$ cat config.mk
export PLATFORM = sky130hd
export DESIGN_NAME = mux_arb_n
export DESIGN_NICKNAME = d
export VERILOG_FILES = /design/src/rtl/mux_arb_n.sv
export SDC_FILE = /design/constraint.sdc
export NUM_CORES = 1
export LEC_CHECK = 0
export ABC_AREA = 1
export BUFFER_PORTS_ARGS = -buffer_cell sky130_fd_sc_hd__buf_4
export CELL_PAD_IN_SITES_DETAIL_PLACEMENT = 1
export CELL_PAD_IN_SITES_GLOBAL_PLACEMENT = 2
export CORE_UTILIZATION = 24
export DETAILED_ROUTE_END_ITERATION = 12
export PLACE_DENSITY = 0.91
export SYNTH_ARGS = -nofsm -noshare
export SYNTH_HDL_FRONTEND = slang
export SYNTH_SLANG_ARGS = --single-unit
$ cat constraint.sdc
create_clock -name clk -period 2.15 [get_ports clk]
set_clock_uncertainty 0.1 [all_clocks]
set_input_delay 0.1075 -clock clk [delete_from_list [all_inputs] [get_ports clk]]
set_output_delay 0.1075 -clock clk [all_outputs]
set_load 0.02 [all_outputs]
$ cat src/rtl/mux_arb_n.sv
// N-input multiplexer/arbiter with a registered output stage.
// Mode 0 routes an explicit select; mode 1 arbitrates round-robin.
module mux_arb_n #(
    parameter int unsigned WIDTH  = 16,
    parameter int unsigned NUM_IN = 3,
    parameter int unsigned SEL_W  = 2
) (
    input  logic                    clk,
    input  logic                    rst,
    input  logic [NUM_IN*WIDTH-1:0] in_data,
    input  logic [NUM_IN-1:0]       in_valid,
    output logic [NUM_IN-1:0]       in_ready,
    input  logic                    mode,
    input  logic [SEL_W-1:0]        sel,
    output logic [WIDTH-1:0]        out_data,
    output logic                    out_valid,
    input  logic                    out_ready,
    output logic [SEL_W-1:0]        out_ch,
    output logic                    sel_err
);

    logic [WIDTH-1:0] out_data_q, out_data_d;
    logic             out_valid_q, out_valid_d;
    logic [SEL_W-1:0] out_ch_q, out_ch_d;
    logic             sel_err_q, sel_err_d;
    logic [SEL_W-1:0] rr_ptr_q, rr_ptr_d;

    logic             load;
    logic             grant_vld;
    logic [SEL_W-1:0] grant;
    logic [WIDTH-1:0] grant_data;
    logic             sel_oor;

    assign load    = !out_valid_q || out_ready;
    assign sel_oor = (int'(sel) >= int'(NUM_IN));

    always_comb begin
        grant     = '0;
        grant_vld = 1'b0;
        if (!mode) begin
            for (int i = 0; i < int'(NUM_IN); i++) begin
                if (int'(sel) == i && in_valid[i]) begin
                    grant     = SEL_W'(i);
                    grant_vld = 1'b1;
                end
            end
        end else begin
            // First pass covers [rr_ptr, NUM_IN-1], second pass wraps to the lowest index.
            for (int i = 0; i < int'(NUM_IN); i++) begin
                if (!grant_vld && in_valid[i] && SEL_W'(i) >= rr_ptr_q) begin
                    grant     = SEL_W'(i);
                    grant_vld = 1'b1;
                end
            end
            for (int i = 0; i < int'(NUM_IN); i++) begin
                if (!grant_vld && in_valid[i]) begin
                    grant     = SEL_W'(i);
                    grant_vld = 1'b1;
                end
            end
        end
    end

    always_comb begin
        grant_data = '0;
        for (int i = 0; i < int'(NUM_IN); i++) begin
            if (grant == SEL_W'(i)) begin
                grant_data = in_data[i*WIDTH +: WIDTH];
            end
        end
    end

    always_comb begin
        in_ready = '0;
        for (int i = 0; i < int'(NUM_IN); i++) begin
            in_ready[i] = !rst && load && grant_vld && (grant == SEL_W'(i));
        end
    end

    always_comb begin
        out_data_d  = out_data_q;
        out_valid_d = out_valid_q;
        out_ch_d    = out_ch_q;
        rr_ptr_d    = rr_ptr_q;
        sel_err_d   = !mode && sel_oor && load && (|in_valid);
        if (load) begin
            if (grant_vld) begin
                out_data_d  = grant_data;
                out_ch_d    = grant;
                out_valid_d = 1'b1;
                if (mode) begin
                    rr_ptr_d = (grant == SEL_W'(NUM_IN - 1)) ? '0 : grant + 1'b1;
                end
            end else begin
                out_valid_d = 1'b0;
            end
        end
    end

    always_ff @(posedge clk or posedge rst) begin
        if (rst) begin
            out_data_q  <= '0;
            out_valid_q <= 1'b0;
            out_ch_q    <= '0;
            sel_err_q   <= 1'b0;
            rr_ptr_q    <= '0;
        end else begin
            out_data_q  <= out_data_d;
            out_valid_q <= out_valid_d;
            out_ch_q    <= out_ch_d;
            sel_err_q   <= sel_err_d;
            rr_ptr_q    <= rr_ptr_d;
        end
    end

    assign out_data  = out_data_q;
    assign out_valid = out_valid_q;
    assign out_ch    = out_ch_q;
    assign sel_err   = sel_err_q;

endmodule

Word level (Yosys, flattened, before mapping) --
Cells that the tools add are included.
Cells by class: add/sub/neg operators 1, magnitude comparators 4, equality and inequality tests 4, multiplexer cells 28, reduce and logical (&&, ||, !) cells 33
Operators with widths (count):
- $mux 16 | 3
- $logic_and 1x1->1 | 19
- $mux 1 | 18
- $mux 2 | 7
- $logic_not 1->1 | 8
- $eq 2x2->1 const B | 3
- $ge 1x2->1 const A | 2
- $logic_not 2->1 | 2
- $reduce_and 3->1 | 1
- $reduce_or 3->1 | 1
- $add 2x1->2 const B | 1
- $eq 2x1->1 const B | 1
- $ge 2x2->1 const A | 1
- $ge 2x2->1 const B | 1
- $reduce_and 2->1 | 1
- $logic_or 1x1->1 | 1
Word-level totals: flip-flop bits (word level) 22, bits of input ports 57, output and inout port bits 23, word-level logic and storage cells 75

Depth between registers and ports, before layout --
depth in word-level cells 30, mapped depth 14, mapped depth without buffers 13

Worst setup path after synthesis --
OpenSTA, ideal clock, no wires.
path kind flip-flop to output port, start register rr_ptr_q[0], end output port in_ready[1], arrival time 1353 ps, path slack 590 ps, stages on the path, launching flop included 11, buffers on the path 1, cell sequence dfrtp_1 -> inv_1 -> nand2_1 -> nand2_2 -> nand2_1 -> nand2_1 -> nand2_1 -> nand2_2 -> nand2_4 -> buf_4 -> a21oi_1
Between the ends: longest elaborated chain between the ends 28
Ends and longest elaborated chain:
- start: declaration | RTL line 26 | logic [SEL_W-1:0] rr_ptr_q, rr_ptr_d;
- start signal: assignment | RTL line 112 | rr_ptr_q <= rr_ptr_d;
- $ge 1x2->1 | RTL line 50 | if (!grant_vld && in_valid[i] && SEL_W'(i) >= rr_ptr_q) begin
- $logic_and 1x1->1 | RTL line 50
- $mux 1 | RTL line 50
- $mux 1 | RTL line 40 | if (!mode) begin
- $logic_not 1->1 | RTL line 50
- $logic_and 1x1->1 (2 in series) | RTL line 50
- $mux 1 | RTL line 50
- $mux 1 | RTL line 40
- [... 11 more ...]
- $mux 1 | RTL line 56 | if (!grant_vld && in_valid[i]) begin
- $mux 1 | RTL line 40
- $logic_not 1->1 | RTL line 56
- $logic_and 1x1->1 | RTL line 56
- $mux 2 or $mux 1 (tied branches) | RTL line 56
- $mux 2 or $mux 1 (tied branches) | RTL line 40
- $eq 2x1->1 or $logic_and 1x1->1 (tied branches) | RTL line 76 | in_ready[i] = !rst && load && grant_vld && (grant == SEL_W'(i));
- $logic_and 1x1->1 (*) | RTL line 76
- end: declaration | RTL line 12 | output logic [NUM_IN-1:0] in_ready,
Every way passes the cells marked *; elsewhere a longest branch is shown, timed or not. The select of a mux whose other input is x is not followed.

Final worst setup path --
start register rr_ptr_q[1], end output port in_ready[0]
Between the ends: longest elaborated chain between the ends 28
Ends and longest elaborated chain (RTL line):
- $ge 1x2->1 | 50
- $logic_and 1x1->1 | 50
- $mux 1 | 50
- $mux 1 | 40
- $logic_not 1->1 | 50
- $logic_and 1x1->1 (2 in series) | 50
- $mux 1 | 50
- $mux 1 | 40
- [... 11 more ...]
- $mux 1 | 56
- $mux 1 | 40
- $logic_not 1->1 | 56
- $logic_and 1x1->1 | 56
- $mux 2 or $mux 1 (tied branches) | 56
- $mux 2 or $mux 1 (tied branches) | 40
- $logic_not 2->1 or $logic_and 1x1->1 (tied branches) | 76
- $logic_and 1x1->1 (*) | 76
Marked as above.

==> out/metrics.json <==
{
  "whs_path_depth": 3,
  "grt_max_degree": 23,
  "drt_iter0_drc": 40,
  "first_pass_grt_wire_length_um": 8140,
  "n_antenna_cell": 0,
  "post_cts_clock_slew_at_the_launch_and_capture_registers_of_the_worst_setup_and_hold_paths_ns": 0.09,
  "drv_cap": 0,
  "worst_slew_pin_slew_ns": 0.316,
  "timing.reg2reg.setup_slack_ns": 0.41,
  "ys_seq_area_share_pct": 36.8,
  "timing.setup.critical_path_class": "flip-flop to output port",
  "cp_data_arrival_time_ns": 1.71,
  "synthDistinctLibCells": 22,
  "vdd_ir_drop_max_mv": 0.310,
  "post_synth_instance_area_um2": 1500,
  "area_growth_syn_to_layout_pct": 51.8,
  "globalRouteOverflowTotal": 0,
  "rsz_0062_raised_after_global_routing": "false",
  "finalSetupViolations": 0,
  "wirelength_um": 5050,
  "floorplan.initialDensity_pct": 25.1,
  "synthesis.nets": 273,
  "clk_root_buf": "sky130_fd_sc_hd__clkbuf_8",
  "postCtsSetupBuffers": 0,
  "synth_compound_gate_area_share_pct": 8.03,
  "total_leakage_power_nw": 1.29,
  "area_of_the_multi_input_gates_um2": 773,
  "yosys_reg_bits": 22,
  "cts_made_buffers": 3,
  "number_of_global_route_vias_before_repair": 1689,
  "timing.hold.worst.class": "input port to flip-flop",
  "critical_path_peak_fanout": 14,
  "first_pass_iters": 4,
  "timing.final.crit_period_ns": 1.91,
  "power.total_mw": 1.65,
  "syn_area_per_cell_um2": 6.93,
  "footprint_of_the_flip_flops_and_latches_um2": 551,
  "dominant_combinational_cell_family_by_area_after_synthesis": "simple AND/OR/NAND/NOR gates",
  "ys.warnings.count": 0,
  "worst_slew_margin_rel_pct": 79.0,
  "dpl_ws_ns": 0.349,
  "synth_xor_xnor_area_share_pct": 0,
  "design.final.nets": 358,
  "ff_to_ff_path_depth": 12,
  "max_clock_freq_mhz": 522,
  "deepest_clock_path_buffer_count": 2,
  "final.fill_count": 763,
  "post_synth_mux_area_share_pct": 0,
  "port-buffer-count": 79,
  "hold_viol": 0,
  "synth_top_area_cell": "sky130_fd_sc_hd__dfrtp_1",
  "setup_ws_ns": 0.236,
  "hold_ws_ns": 0.00229,
  "std_cell_rows": 28,
  "grt_util_all_layers_pct": 16.1,
  "synth-adder-area-share_pct": 0,
  "antenna_found_initial": 0,
  "antenna_violating_nets_post_route": 0,
  "die-height_um": 81.0,
  "crit_path_end_kind": "output port",
  "synthesis.instances": 216,
  "run_status": "finished, final reports clean",
  "final_core_utilization_pct": 38.2,
  "drc_errors": 0,
  "detailroute.via_count": 1693,
  "tcrit_tclk_final_pct": 89.0,
  "synthTopCellsByArea": "sky130_fd_sc_hd__dfrtp_1 (37%), sky130_fd_sc_hd__nand2_1 (19%), sky130_fd_sc_hd__nand3_1 (7.4%)",
  "tritoncts": "done",
  "routed_wire_length_per_instance_um": 13.5,
  "tritoncts_num_sinks": 22,
  "detailed_place_hpwl_um": 3880,
  "worst_skew_pair.late_latency_ns": 0.27,
  "core_footprint_um2": 5960,
  "route.detailed.vias_per_inst": 4.51,
  "synth-simple-area-share_pct": 42.8,
  "timing.critical_path.required_ns": 1.94,
  "chipWidth_um": 81.0,
  "htree_levels": 1,
  "synthDominantCellAreaShare_pct": 36.8,
  "drv_slew": 0,
  "post_route_cells_drive_above_1_share_pct": 38.7,
  "io_pins": 80,
  "die_area_um2": 6550,
  "gpl_wtd_cong": 0.737,
  "timing.setup.tns_ns": 0,
  "cp-start-kind": "flip-flop",
  "p_per_area_nw_per_um2": 726
}
-- timing repair --
| item | 4_1_cts | 5_1_grt |
|---|---|---|
| setup endpoints to repair | 0 | 1 |
| hold endpoints to repair | 25 | 0 |
| gates resized for setup | 0 | 2 |
| hold buffers | 4 | 0 |
-- cell usage after synthesis --
cell and instances:
sky130_fd_sc_hd__nand2_1 74, sky130_fd_sc_hd__inv_1 24, sky130_fd_sc_hd__dfrtp_1 22, sky130_fd_sc_hd__nand3_1 22, sky130_fd_sc_hd__nor2_1 13, sky130_fd_sc_hd__nand2_2 10, sky130_fd_sc_hd__o21ai_0 10, sky130_fd_sc_hd__nand3_2 8
sky130_fd_sc_hd__o21ai_1 7, sky130_fd_sc_hd__inv_2 4, sky130_fd_sc_hd__a21oi_1 3, sky130_fd_sc_hd__buf_2 3, sky130_fd_sc_hd__buf_4 3, sky130_fd_sc_hd__nand4_1 3, sky130_fd_sc_hd__buf_6 2, sky130_fd_sc_hd__nand2_4 2
sky130_fd_sc_hd__a21boi_1 1, sky130_fd_sc_hd__buf_12 1, sky130_fd_sc_hd__nand3b_1 1, sky130_fd_sc_hd__nor2_2 1, sky130_fd_sc_hd__o22ai_2 1, sky130_fd_sc_hd__or2_0 1
-- placed cells by master (no fill, tap or decap), types with 4 or more instances in the layout --
cell,instances
sky130_fd_sc_hd__inv_1,24
sky130_fd_sc_hd__o21ai_1,7
sky130_fd_sc_hd__dfrtp_1,22
sky130_fd_sc_hd__nand3_2,8
sky130_fd_sc_hd__o21ai_0,10
sky130_fd_sc_hd__dlygate4sd3_1,4
sky130_fd_sc_hd__nor2_1,13
sky130_fd_sc_hd__nand3_1,21
sky130_fd_sc_hd__nand2_1,74
sky130_fd_sc_hd__nand2_2,10
sky130_fd_sc_hd__inv_2,4
sky130_fd_sc_hd__buf_4,85
-- area by class of cell --
type	count	area share (%)
multi-input combinational	157	34.0
timing repair buffer	89	29.8
sequential	22	24.2
inverter	28	4.63
tap	75	4.13
clock buffer	3	1.82
clock inverter	1	1.32
-- path summary, 6_finish.rpt --
check,from,to
min in group asynchronous,rst,out_ch[0]
max in group asynchronous,rst,out_data[8]
worst max register to register,rr_ptr_q[1],out_data[15]
worst min-delay path,in_data[1],out_data[1]
worst max-delay path,rr_ptr_q[1],in_ready[0]
worst min register to register,out_data[8],out_data[8]
-- where the power goes --
part | switching, mW | total [mW] | internal, mW
registers | 0.0525 | 0.556 | 0.504
logic | 0.391 | 0.686 | 0.295
clock network | 0.159 | 0.408 | 0.249
total | 0.603 | 1.65 | 1.05
-- cell families after synthesis --
family | count (synthesis)
AND/OR/NAND/NOR | 135
buffers and inverters | 37
AO/OA/AOI/OAI | 22
flip-flops | 22
-- state kept, by name, indices dropped and copies added, names as in the netlist --
name,cells
out_ch,2
out_data,16
sel_err,1
out_valid,1
rr_ptr_q,2
-- worst max-delay path, cell delays in order (launching register included) --
cell and delay, ns:
sky130_fd_sc_hd__dfrtp_1 0.41, sky130_fd_sc_hd__inv_2 0.09, sky130_fd_sc_hd__nand2_2 0.07, sky130_fd_sc_hd__nand2_1 0.06, sky130_fd_sc_hd__nand2_1 0.07, sky130_fd_sc_hd__nand2_1 0.07, sky130_fd_sc_hd__nand2_2 0.06, sky130_fd_sc_hd__nand2_4 0.17
sky130_fd_sc_hd__nand3_4 0.15, sky130_fd_sc_hd__nor2_1 0.13, sky130_fd_sc_hd__buf_4 0.15
-- through the flow --
stage / area (um^2) / instances
CTS: 2260 / 375
global placement: 2150 / 367
global route: 2270 / 375
detailed placement: 2150 / 367
floorplan: 1500 / 216
finish: 2270 / 375
-- per-layer routing --
layer,track usage (%),part of all wire [%]
met1,22.3,48
met2,27.1,46
met3,2.02,5.6
met4,2.68,0.54
met5,0,0
No activity file was read; power rests on OpenSTA's default activity.
